<file path="src/rtl/rv32i_bp_pkg.sv">
// Shared definitions for the rv32i branch predictor: 2-bit counter encodings and saturating update.
// The gshare option (RV32I_BP_GSHARE_EN) is handled in the top module.
package rv32i_bp_pkg;

  typedef enum logic [1:0] {
    CTR_SNT = 2'b00,
    CTR_WNT = 2'b01,
    CTR_WT  = 2'b10,
    CTR_ST  = 2'b11
  } ctr_e;

  localparam ctr_e CTR_RESET = CTR_WNT;

  function automatic ctr_e ctr_next(input ctr_e cur, input logic taken);
    logic [1:0] cur_l;
    ctr_e       nxt;
    cur_l = cur;
    nxt   = cur;
    if (taken && (cur != CTR_ST)) begin
      nxt = ctr_e'(cur_l + 2'd1);
    end else if (!taken && (cur != CTR_SNT)) begin
      nxt = ctr_e'(cur_l - 2'd1);
    end
    return nxt;
  endfunction

endpackage

</file>
<file path="src/rtl/rv32i_bp_counter_table.sv">
// ENTRIES x 2-bit saturating counter array: one combinational read port and one
// read-modify-write update port; asynchronous active-high reset to weakly-not-taken.
module rv32i_bp_counter_table
  import rv32i_bp_pkg::*;
#(
  parameter int ENTRIES = 16,
  parameter int IDX_W   = $clog2(ENTRIES)
) (
  input  logic             clk,
  input  logic             rst,
  input  logic [IDX_W-1:0] rd_idx_i,
  output logic [1:0]       rd_ctr_o,
  input  logic             wr_en_i,
  input  logic [IDX_W-1:0] wr_idx_i,
  input  logic             wr_taken_i
);

  ctr_e ctr_q [ENTRIES];

  assign rd_ctr_o = ctr_q[rd_idx_i];

  always_ff @(posedge clk or posedge rst) begin
    if (rst) begin
      for (int i = 0; i < ENTRIES; i++) begin
        ctr_q[i] <= CTR_RESET;
      end
    end else if (wr_en_i) begin
      ctr_q[wr_idx_i] <= ctr_next(ctr_q[wr_idx_i], wr_taken_i);
    end
  end

endmodule

</file>
<file path="src/rtl/rv32i_branch_predictor.sv">
// Bimodal (or gshare when RV32I_BP_GSHARE_EN is defined) predictor with a tagged BTB.
// Lookup is combinational from registered state; updates land on the rising edge, no bypass.
module rv32i_branch_predictor
  import rv32i_bp_pkg::*;
#(
  parameter  int PC_W    = 8,
  parameter  int ENTRIES = 16,
  parameter  int CNT_W   = 16,
  parameter  int GHR_W   = 4,
  localparam int IDX_W   = $clog2(ENTRIES),
  localparam int TAG_W   = PC_W - 2 - IDX_W
) (
  input  logic             clk,
  input  logic             rst,
  input  logic [PC_W-1:0]  f_pc,
  output logic             pred_taken,
  output logic [PC_W-1:0]  pred_target,
  output logic [IDX_W-1:0] pred_idx,
  input  logic             upd_valid,
  input  logic [PC_W-1:0]  upd_pc,
  input  logic [IDX_W-1:0] upd_idx,
  input  logic             upd_taken,
  input  logic [PC_W-1:0]  upd_target,
  input  logic             upd_mispredict,
  output logic [CNT_W-1:0] perf_mispredict
);

  logic [IDX_W-1:0] f_bidx, u_bidx;
  logic [TAG_W-1:0] f_tag, u_tag;
  logic [GHR_W-1:0] hist;
  logic [1:0]       ctr_rd;
  logic             hit;

  logic [ENTRIES-1:0] btb_valid_q;
  logic [TAG_W-1:0]   btb_tag_q    [ENTRIES];
  logic [PC_W-1:0]    btb_target_q [ENTRIES];
  logic [CNT_W-1:0]   perf_q, perf_d;

  assign f_bidx = f_pc[IDX_W+1:2];
  assign f_tag  = f_pc[PC_W-1:IDX_W+2];
  assign u_bidx = upd_pc[IDX_W+1:2];
  assign u_tag  = upd_pc[PC_W-1:IDX_W+2];

`ifdef RV32I_BP_GSHARE_EN
  logic [GHR_W-1:0] ghr_q, ghr_d;

  // History is non-speculative: it only advances when a branch resolves.
  assign ghr_d = (ghr_q << 1) | GHR_W'(upd_taken);

  always_ff @(posedge clk or posedge rst) begin
    if (rst) begin
      ghr_q <= '0;
    end else if (upd_valid) begin
      ghr_q <= ghr_d;
    end
  end

  assign hist = ghr_q;
`else
  assign hist = '0;
`endif

  assign pred_idx = f_bidx ^ IDX_W'(hist);

  rv32i_bp_counter_table #(
    .ENTRIES (ENTRIES),
    .IDX_W   (IDX_W)
  ) u_ctr_table (
    .clk        (clk),
    .rst        (rst),
    .rd_idx_i   (pred_idx),
    .rd_ctr_o   (ctr_rd),
    .wr_en_i    (upd_valid),
    .wr_idx_i   (upd_idx),
    .wr_taken_i (upd_taken)
  );

  assign hit         = btb_valid_q[f_bidx] && (btb_tag_q[f_bidx] == f_tag);
  assign pred_taken  = hit && ctr_rd[1];
  assign pred_target = pred_taken ? btb_target_q[f_bidx] : f_pc + PC_W'(4);

  always_ff @(posedge clk or posedge rst) begin
    if (rst) begin
      btb_valid_q <= '0;
    end else if (upd_valid && upd_taken) begin
      btb_valid_q[u_bidx] <= 1'b1;
    end
  end

  // Tag/target need no reset: they are only observed through a set valid bit.
  always_ff @(posedge clk) begin
    if (!rst && upd_valid && upd_taken) begin
      btb_tag_q[u_bidx]    <= u_tag;
      btb_target_q[u_bidx] <= upd_target;
    end
  end

  always_comb begin
    perf_d = perf_q;
    if (upd_valid && upd_mispredict && (perf_q != '1)) begin
      perf_d = perf_q + 1'b1;
    end
  end

  always_ff @(posedge clk or posedge rst) begin
    if (rst) begin
      perf_q <= '0;
    end else begin
      perf_q <= perf_d;
    end
  end

  assign perf_mispredict = perf_q;

  logic unused_bits;
  assign unused_bits = ^{f_pc[1:0], upd_pc[1:0], ctr_rd[0]};

endmodule

</file>
<file path="config.mk">
export PLATFORM = sky130hd
export DESIGN_NAME = rv32i_branch_predictor
export DESIGN_NICKNAME = d
export VERILOG_FILES = /design/src/rtl/rv32i_bp_pkg.sv /design/src/rtl/rv32i_bp_counter_table.sv /design/src/rtl/rv32i_branch_predictor.sv
export SDC_FILE = /design/constraint.sdc
export NUM_CORES = 1
export LEC_CHECK = 0
export CORE_MARGIN = 2
export CORE_UTILIZATION = 40
export CTS_CLUSTER_SIZE = 30
export DETAILED_ROUTE_END_ITERATION = 12
export HOLD_SLACK_MARGIN = 0.12
export PLACE_DENSITY = 0.62
export SLEW_MARGIN = 10
export SYNTH_ARGS = -nofsm -noshare
export SYNTH_HDL_FRONTEND = slang
export SYNTH_SLANG_ARGS = --single-unit
export TNS_END_PERCENT = 1
</file>
<file path="constraint.sdc">
create_clock -name clk -period 3.93 [get_ports clk]
set_input_delay 0.5895 -clock clk [delete_from_list [all_inputs] [get_ports clk]]
set_output_delay 0.5895 -clock clk [all_outputs]
set_load 0.03 [all_outputs]
</file>
## Word level (Yosys, flattened, before mapping)

Memories as Yosys holds them, arrays and structs flattened.
Index checks and enable logic that the tools add are counted.

- Memories kept: 2
- Memory bits (read-only): 0
- Input bits: 33
- Bits in latches: 0
- Output and inout port bits: 29
- Logic and storage cells: 69
- Bits in writable memories: 160
- Register bits: 64

- Multiplexer cells: 19
- $add $sub $neg: 4
- Shift operators: 0
- Bitwise logic cells: 3
- Divide/modulo/power cells: 0
- Reduce and logical (&&, ||, !) cells: 14
- Order comparisons: 6
- Multiply operators: 0
- Equal/unequal tests: 3

Memories:

| name | depth | width | rd ports | clocked after memory_dff | wr ports | line | RTL |
|---|---|---|---|---|---|---|---|
| btb_target_q | 16 | 8 | 1 | 0 | 1 | rv32i_branch_predictor.sv:36 | `logic [PC_W-1:0] btb_target_q [ENTRIES];` |
| btb_tag_q | 16 | 2 | 1 | 0 | 1 | rv32i_branch_predictor.sv:35 | `logic [TAG_W-1:0] btb_tag_q [ENTRIES];` |

Operator list:

| operator | count |
|---|---|
| 32-bit bitwise mux | 1 |
| 16-bit by 1-bit adder with 16-bit output, second input constant | 1 |
| 2-bit binary-select mux with 4-bit select | 2 |
| 2-bit two-way mux | 8 |
| 16-bit != test, second input constant | 1 |
| 16-bit bitwise OR | 1 |
| 1-bit logical AND | 11 |
| 5-bit >= comparator, second input constant | 2 |
| 4-bit by 5-bit < comparator with 1-bit output, second input constant | 2 |
| 4-bit NOT with 5-bit output | 2 |
| 8-bit by 3-bit adder with 8-bit output, second input constant | 1 |
| 2-bit demux with 4-bit select | 1 |
| 8-bit two-way mux | 1 |
| 5-bit by 1-bit < comparator with 1-bit output, second input constant | 1 |
| 1-bit binary-select mux with 4-bit select | 1 |
| 1-bit demux with 4-bit select | 1 |
| 4-bit by 1-bit >= comparator with 1-bit output, second input constant | 1 |
| 1-bit two-way mux | 4 |
| 2-bit by 1-bit adder with 2-bit output, second input constant | 1 |
| 2-bit == test | 1 |
| 1-bit logical NOT | 2 |
| 2-bit != test, second input constant | 1 |
| 2-bit nonzero test | 1 |
| 2-bit by 1-bit subtractor with 2-bit output, second input constant | 1 |

## Logic depth before layout (Yosys ltp)

- Word-level depth: 10
- Mapped depth: 11
- Depth with buffers taken out: 9

## Cells and area by module

From an unflattened synthesis, not the netlist that was laid out.

- Cell total of the unflattened synthesis: 585
- Area total of the unflattened synthesis: 9865.7 sq um

By module, submodules not included:

| module | sequential area each (sq um) | cells each | times used | area an instance (sq um) |
|---|---|---|---|---|
| rv32i_branch_predictor | 5605.4 | 430 | 1 | 7866.3 |
| rv32i_bp_counter_table | 820.8 | 155 | 1 | 1999.4 |

## Least setup slack after synthesis

Ideal clock, no wire load.

- Path type: in2out
- From: in f_pc[4]
- To: out pred_target[2]
- Buffers on the path: 1
- Path slack: 316 ps
- Required time: 3340 ps
- Stages: 7
- Arrival time: 3024 ps
- Cell sequence: buf_6 mux2i_1 mux4_2 xnor2_1 a2111o_1 a21oi_2 mux2i_1

- Longest elaborated chain between the ends: 6
- Elaborated cells between the ends (all ways): 12
- Those cells by class: 1 x eq/ne; 6 x mux; 1 x bitwise; 2 x reduce/logical; 2 x memory

Ends and longest elaborated chain:

| item | line | RTL |
|---|---|---|
| start, declared | rv32i_branch_predictor.sv:15 | `input logic [PC_W-1:0] f_pc,` |
| parallel branches: the longest is 4 deep, another holds memory read 16 x 2 bit | - |  |
| 1-bit logical AND (*) | rv32i_branch_predictor.sv:79 | `assign pred_taken = hit && ctr_rd[1];` |
| via pred_taken | rv32i_branch_predictor.sv:16 | `output logic pred_taken,` |
| 8-bit two-way mux (*) | rv32i_branch_predictor.sv:80 | `assign pred_target = pred_taken ? btb_target_q[f_bidx] : f_pc + PC_W'(4);` |
| end, declared | rv32i_branch_predictor.sv:17 | `output logic [PC_W-1:0] pred_target,` |

Mark *: on every way through the listed nets, which the timed path passes. The select of a mux whose other input is x is not followed.

## Worst setup path after layout

- From: mem btb_tag_q[7][0] (netlist name)
- To: out pred_target[0]

- Longest elaborated chain between the ends: 5

Ends and longest elaborated chain:

| item | line | RTL |
|---|---|---|
| start, declared | rv32i_branch_predictor.sv:35 |  |
| memory read 16 x 2 bit | - |  |
| 2-bit == test | rv32i_branch_predictor.sv:78 | `assign hit = btb_valid_q[f_bidx] && (btb_tag_q[f_bidx] == f_tag);` |
| 1-bit logical AND | rv32i_branch_predictor.sv:78 |  |
| 1-bit logical AND | rv32i_branch_predictor.sv:79 |  |
| 8-bit two-way mux | rv32i_branch_predictor.sv:80 |  |

No other way between the ends.

==> impl_results.md <==
* CP Data Arrival Time at 2870 ps
* Total gr overflow at 0
* Synth-to-layout area growth at 19.1%
* Die Height at 159 µm
* Final wirelength at 20700 µm
* Final setup viols at 0
* Syn_nets at 610
* Crit end category: output port
* Number of max-cap violations at 0
* Clk buf depth at 3
* Die W at 159 µm
* Core area at 23500 µm²
* Worst-path clk slew at 60 ps
* Via count at 5303
* WP data required at 3340 ps
* GPL Wtd Cong at 0.804
* Util after Layout at 0.488
* Final Hold Fails at 0
* CTS H-tree lvls at 1
* Status: finished clean
* XOR/XNOR Fraction of Synth Area at 0.0217
* Die ar. at 25400 µm²
* Lkg Pwr at 4.08 nW
* TNS Setup at 0 ps
* Ratio of cells with drive above 1 in the final layout at 0.265
* Clock sinks at 224
* Synth Area in Simple Gates at 0.0629
* I/O pin cnt at 62
* Clock latency on the worst-skew pair at 510 ps
* Nets at 700
* Tmin final at 3460 ps
* Class of the worst hold path: primary input to asynchronous set/reset pin
* Slowest CP cell: mux4_2
* Synth Area in Adders at 0.00519
* Syn Std Cell Area at 9640 µm²
* Top cells by area, synth: edfxtp_1 (50%), dfrtp_1 (12%), mux4_2 (9.3%)
* First drt pass iteration count at 5
* CTS Buf Count at 24
* Min Hold Slack at 349 ps
* Post-synth top area share at 0.498
* Via density at 5.31
* Post-synth ARST share at 0.286
* Commonest non-fill, non-tap cell in the layout: edfxtp_1
* Main combinational cell family by area after synthesis: multiplexers
* Vias in the first global route at 5652
* Peak VDD IR at 0.000453 V
* CP Cell Sequence: mux2i_1 -> mux4_2 -> xnor2_1 -> a2111o_1 -> a21oi_4 -> mux2_2 -> dlymetal6s2s_1
* Measured slew at the worst slew-check pin at 881 ps
* Sequential share of the synthesized area at 0.666
* Antenna Nets Post-Route at 0
* Gr usage total at 0.164
* CP Class: flip-flop to output port
* Clk root buf: clkbuf_16
* Post-synthesis mux area share at 0.187
* Yosys top cell by area: edfxtp_1
* DR WL/cell at 20.7 µm
* Crit path max fanout at 6
* First-pass GRT wire length at 32500 µm
* YS warnings at 0
* Post-synth EDFFs at 160
* Diode count at 0
* Final Skew at 6.09 ps
* Period utilization at 0.881
* Largest net degree at the start of global routing at 60
* Compound-gate portion of the synthesized area at 0.0327
* Most frequent cells in the layout: edfxtp_1 (160), dfrtp_1 (48), clkdlybuf4s50_1 (47), mux4_2 (40), buf_4 (40)
* Pwr dens at 538 nW/µm²
* RSZ-0062 raised after global routing: false
* Initial antenna violation count at 0
* Max stage delay on crit path at 500 ps
* Initial drt markers at 393
* Avg Inst Size Synth at 16.8 µm²
* Synthesized instance count at 573
* DRC violations left at 0
* Slew headroom at 0.405
* CTS tree: yes
* Register bit total from synthesis at 224
* Starting Density at 0.410
* Worst setup SP type: flip-flop
* Detailed placer's ending HPWL at 13600 µm
* Num rows at 56
* # Post-CTS Setup Buffers at 0
* F_max at 289 MHz
* Synth unique cells at 51
* Max Slew Vio Count at 0
* Top FF cell, synth: edfxtp_1
* Port bufs at 59
routing by layer:
layer,vias to the layer above,routed length (µm),track usage
met3,34,963,0.0232
met2,138,10400,0.283
met5,-,0,0
li1,2403,-,-
met1,2728,8910,0.221
met4,0,451,0.0426
logic make-up after synthesis:
logic type	Yosys count
buffers and inverters	41
AO/OA/AOI/OAI	45
multiplexers	114
AND/OR/NAND/NOR	122
adder cells (fa/ha/maj)	4
XOR/XNOR	23
flip-flops	224
power by group:
part	switching (W)	total, W	internal (W)
clock	0.000871	0.00212	0.00124
combinational	0.000515	0.00107	0.000550
sequential	0.000177	0.00301	0.00283
total	0.00156	0.00619	0.00462
registers in the layout (all words and copies together) (netlist names):
register           flops
perf_mispredict       16
btb_tag_q             32
btb_target_q         128
btb_valid_q           16
u_ctr_table.ctr_q     32
critical path, delay by kind of cell, from the launching register on:
kind	cells	cell delay (ps)
muxes	3	950
AOI/OAI and AO/OA	2	690
DFF	1	330
buffers and inverters	1	250
xor gates and xnor gates	1	150
per-stage QoR:
stage	cells	area, µm²	power [W]	worst slack [ps]
2_1_floorplan	573	9640	0.00372	316
3_3_place_gp	955	10700	0.00407	23.5
5_1_grt	999	11500	0.00647	319
3_5_place_dp	955	10700	0.00412	14.7
4_1_cts	998	11500	0.00626	44.7
6_report	999	11500	0.00619	467
cell type report:
cell class              instances  area, µm²
well taps                     319        399
clock inverters                16        130
fillers                      2019      12100
multi-input cells             308       3000
clock buffers                  27        612
flip-flops and latches        224       6430
repair buffers                 96        891
inverters                       9       33.8
final timing paths:
path                            slack, ps                   from                   end  cells after the start
worst max-delay path                  470        btb_tag_q[7][0]        pred_target[0]                      7
worst min-delay path                  350                    rst        btb_valid_q[6]                      2
worst max register to register       1190  u_ctr_table.ctr_q[19]  u_ctr_table.ctr_q[4]                      9
worst min register to register        470         btb_valid_q[0]        btb_valid_q[0]                      2
max in group asynchronous            2610                    rst       btb_valid_q[15]                      3
min in group clk                      470         btb_valid_q[0]        btb_valid_q[0]                      2
cell usage after synthesis, drive strengths merged (2+ instances only):
cell and number:
nand3b 5, a21oi 8, nor3b 3, o21ai 6, mux2i 26, o21bai 12, nand2b 7, edfxtp 160
inv 9, mux2 42, and3 2, buf 19, a31oi 2, xor2 11, nor3 3, and4 2
or3 6, a211oi 3, o211ai 3, o31ai 4, nand3 14, and2 2, dfrtp 48, nand4 7
ha 4, mux4 46, clkbuf 13, nor2b 3, nor2 39, nand2 25, dfstp 16, xnor2 12
timing repair:
item / CTS / global route
endpoints found under the setup margin: 2 / 3
hold endpoints to repair: 0 / 0
hold buffers: 0 / 0
cloned: 0 / 1
resized for setup: 1 / 5
Power figures use the tool's default switching activity.
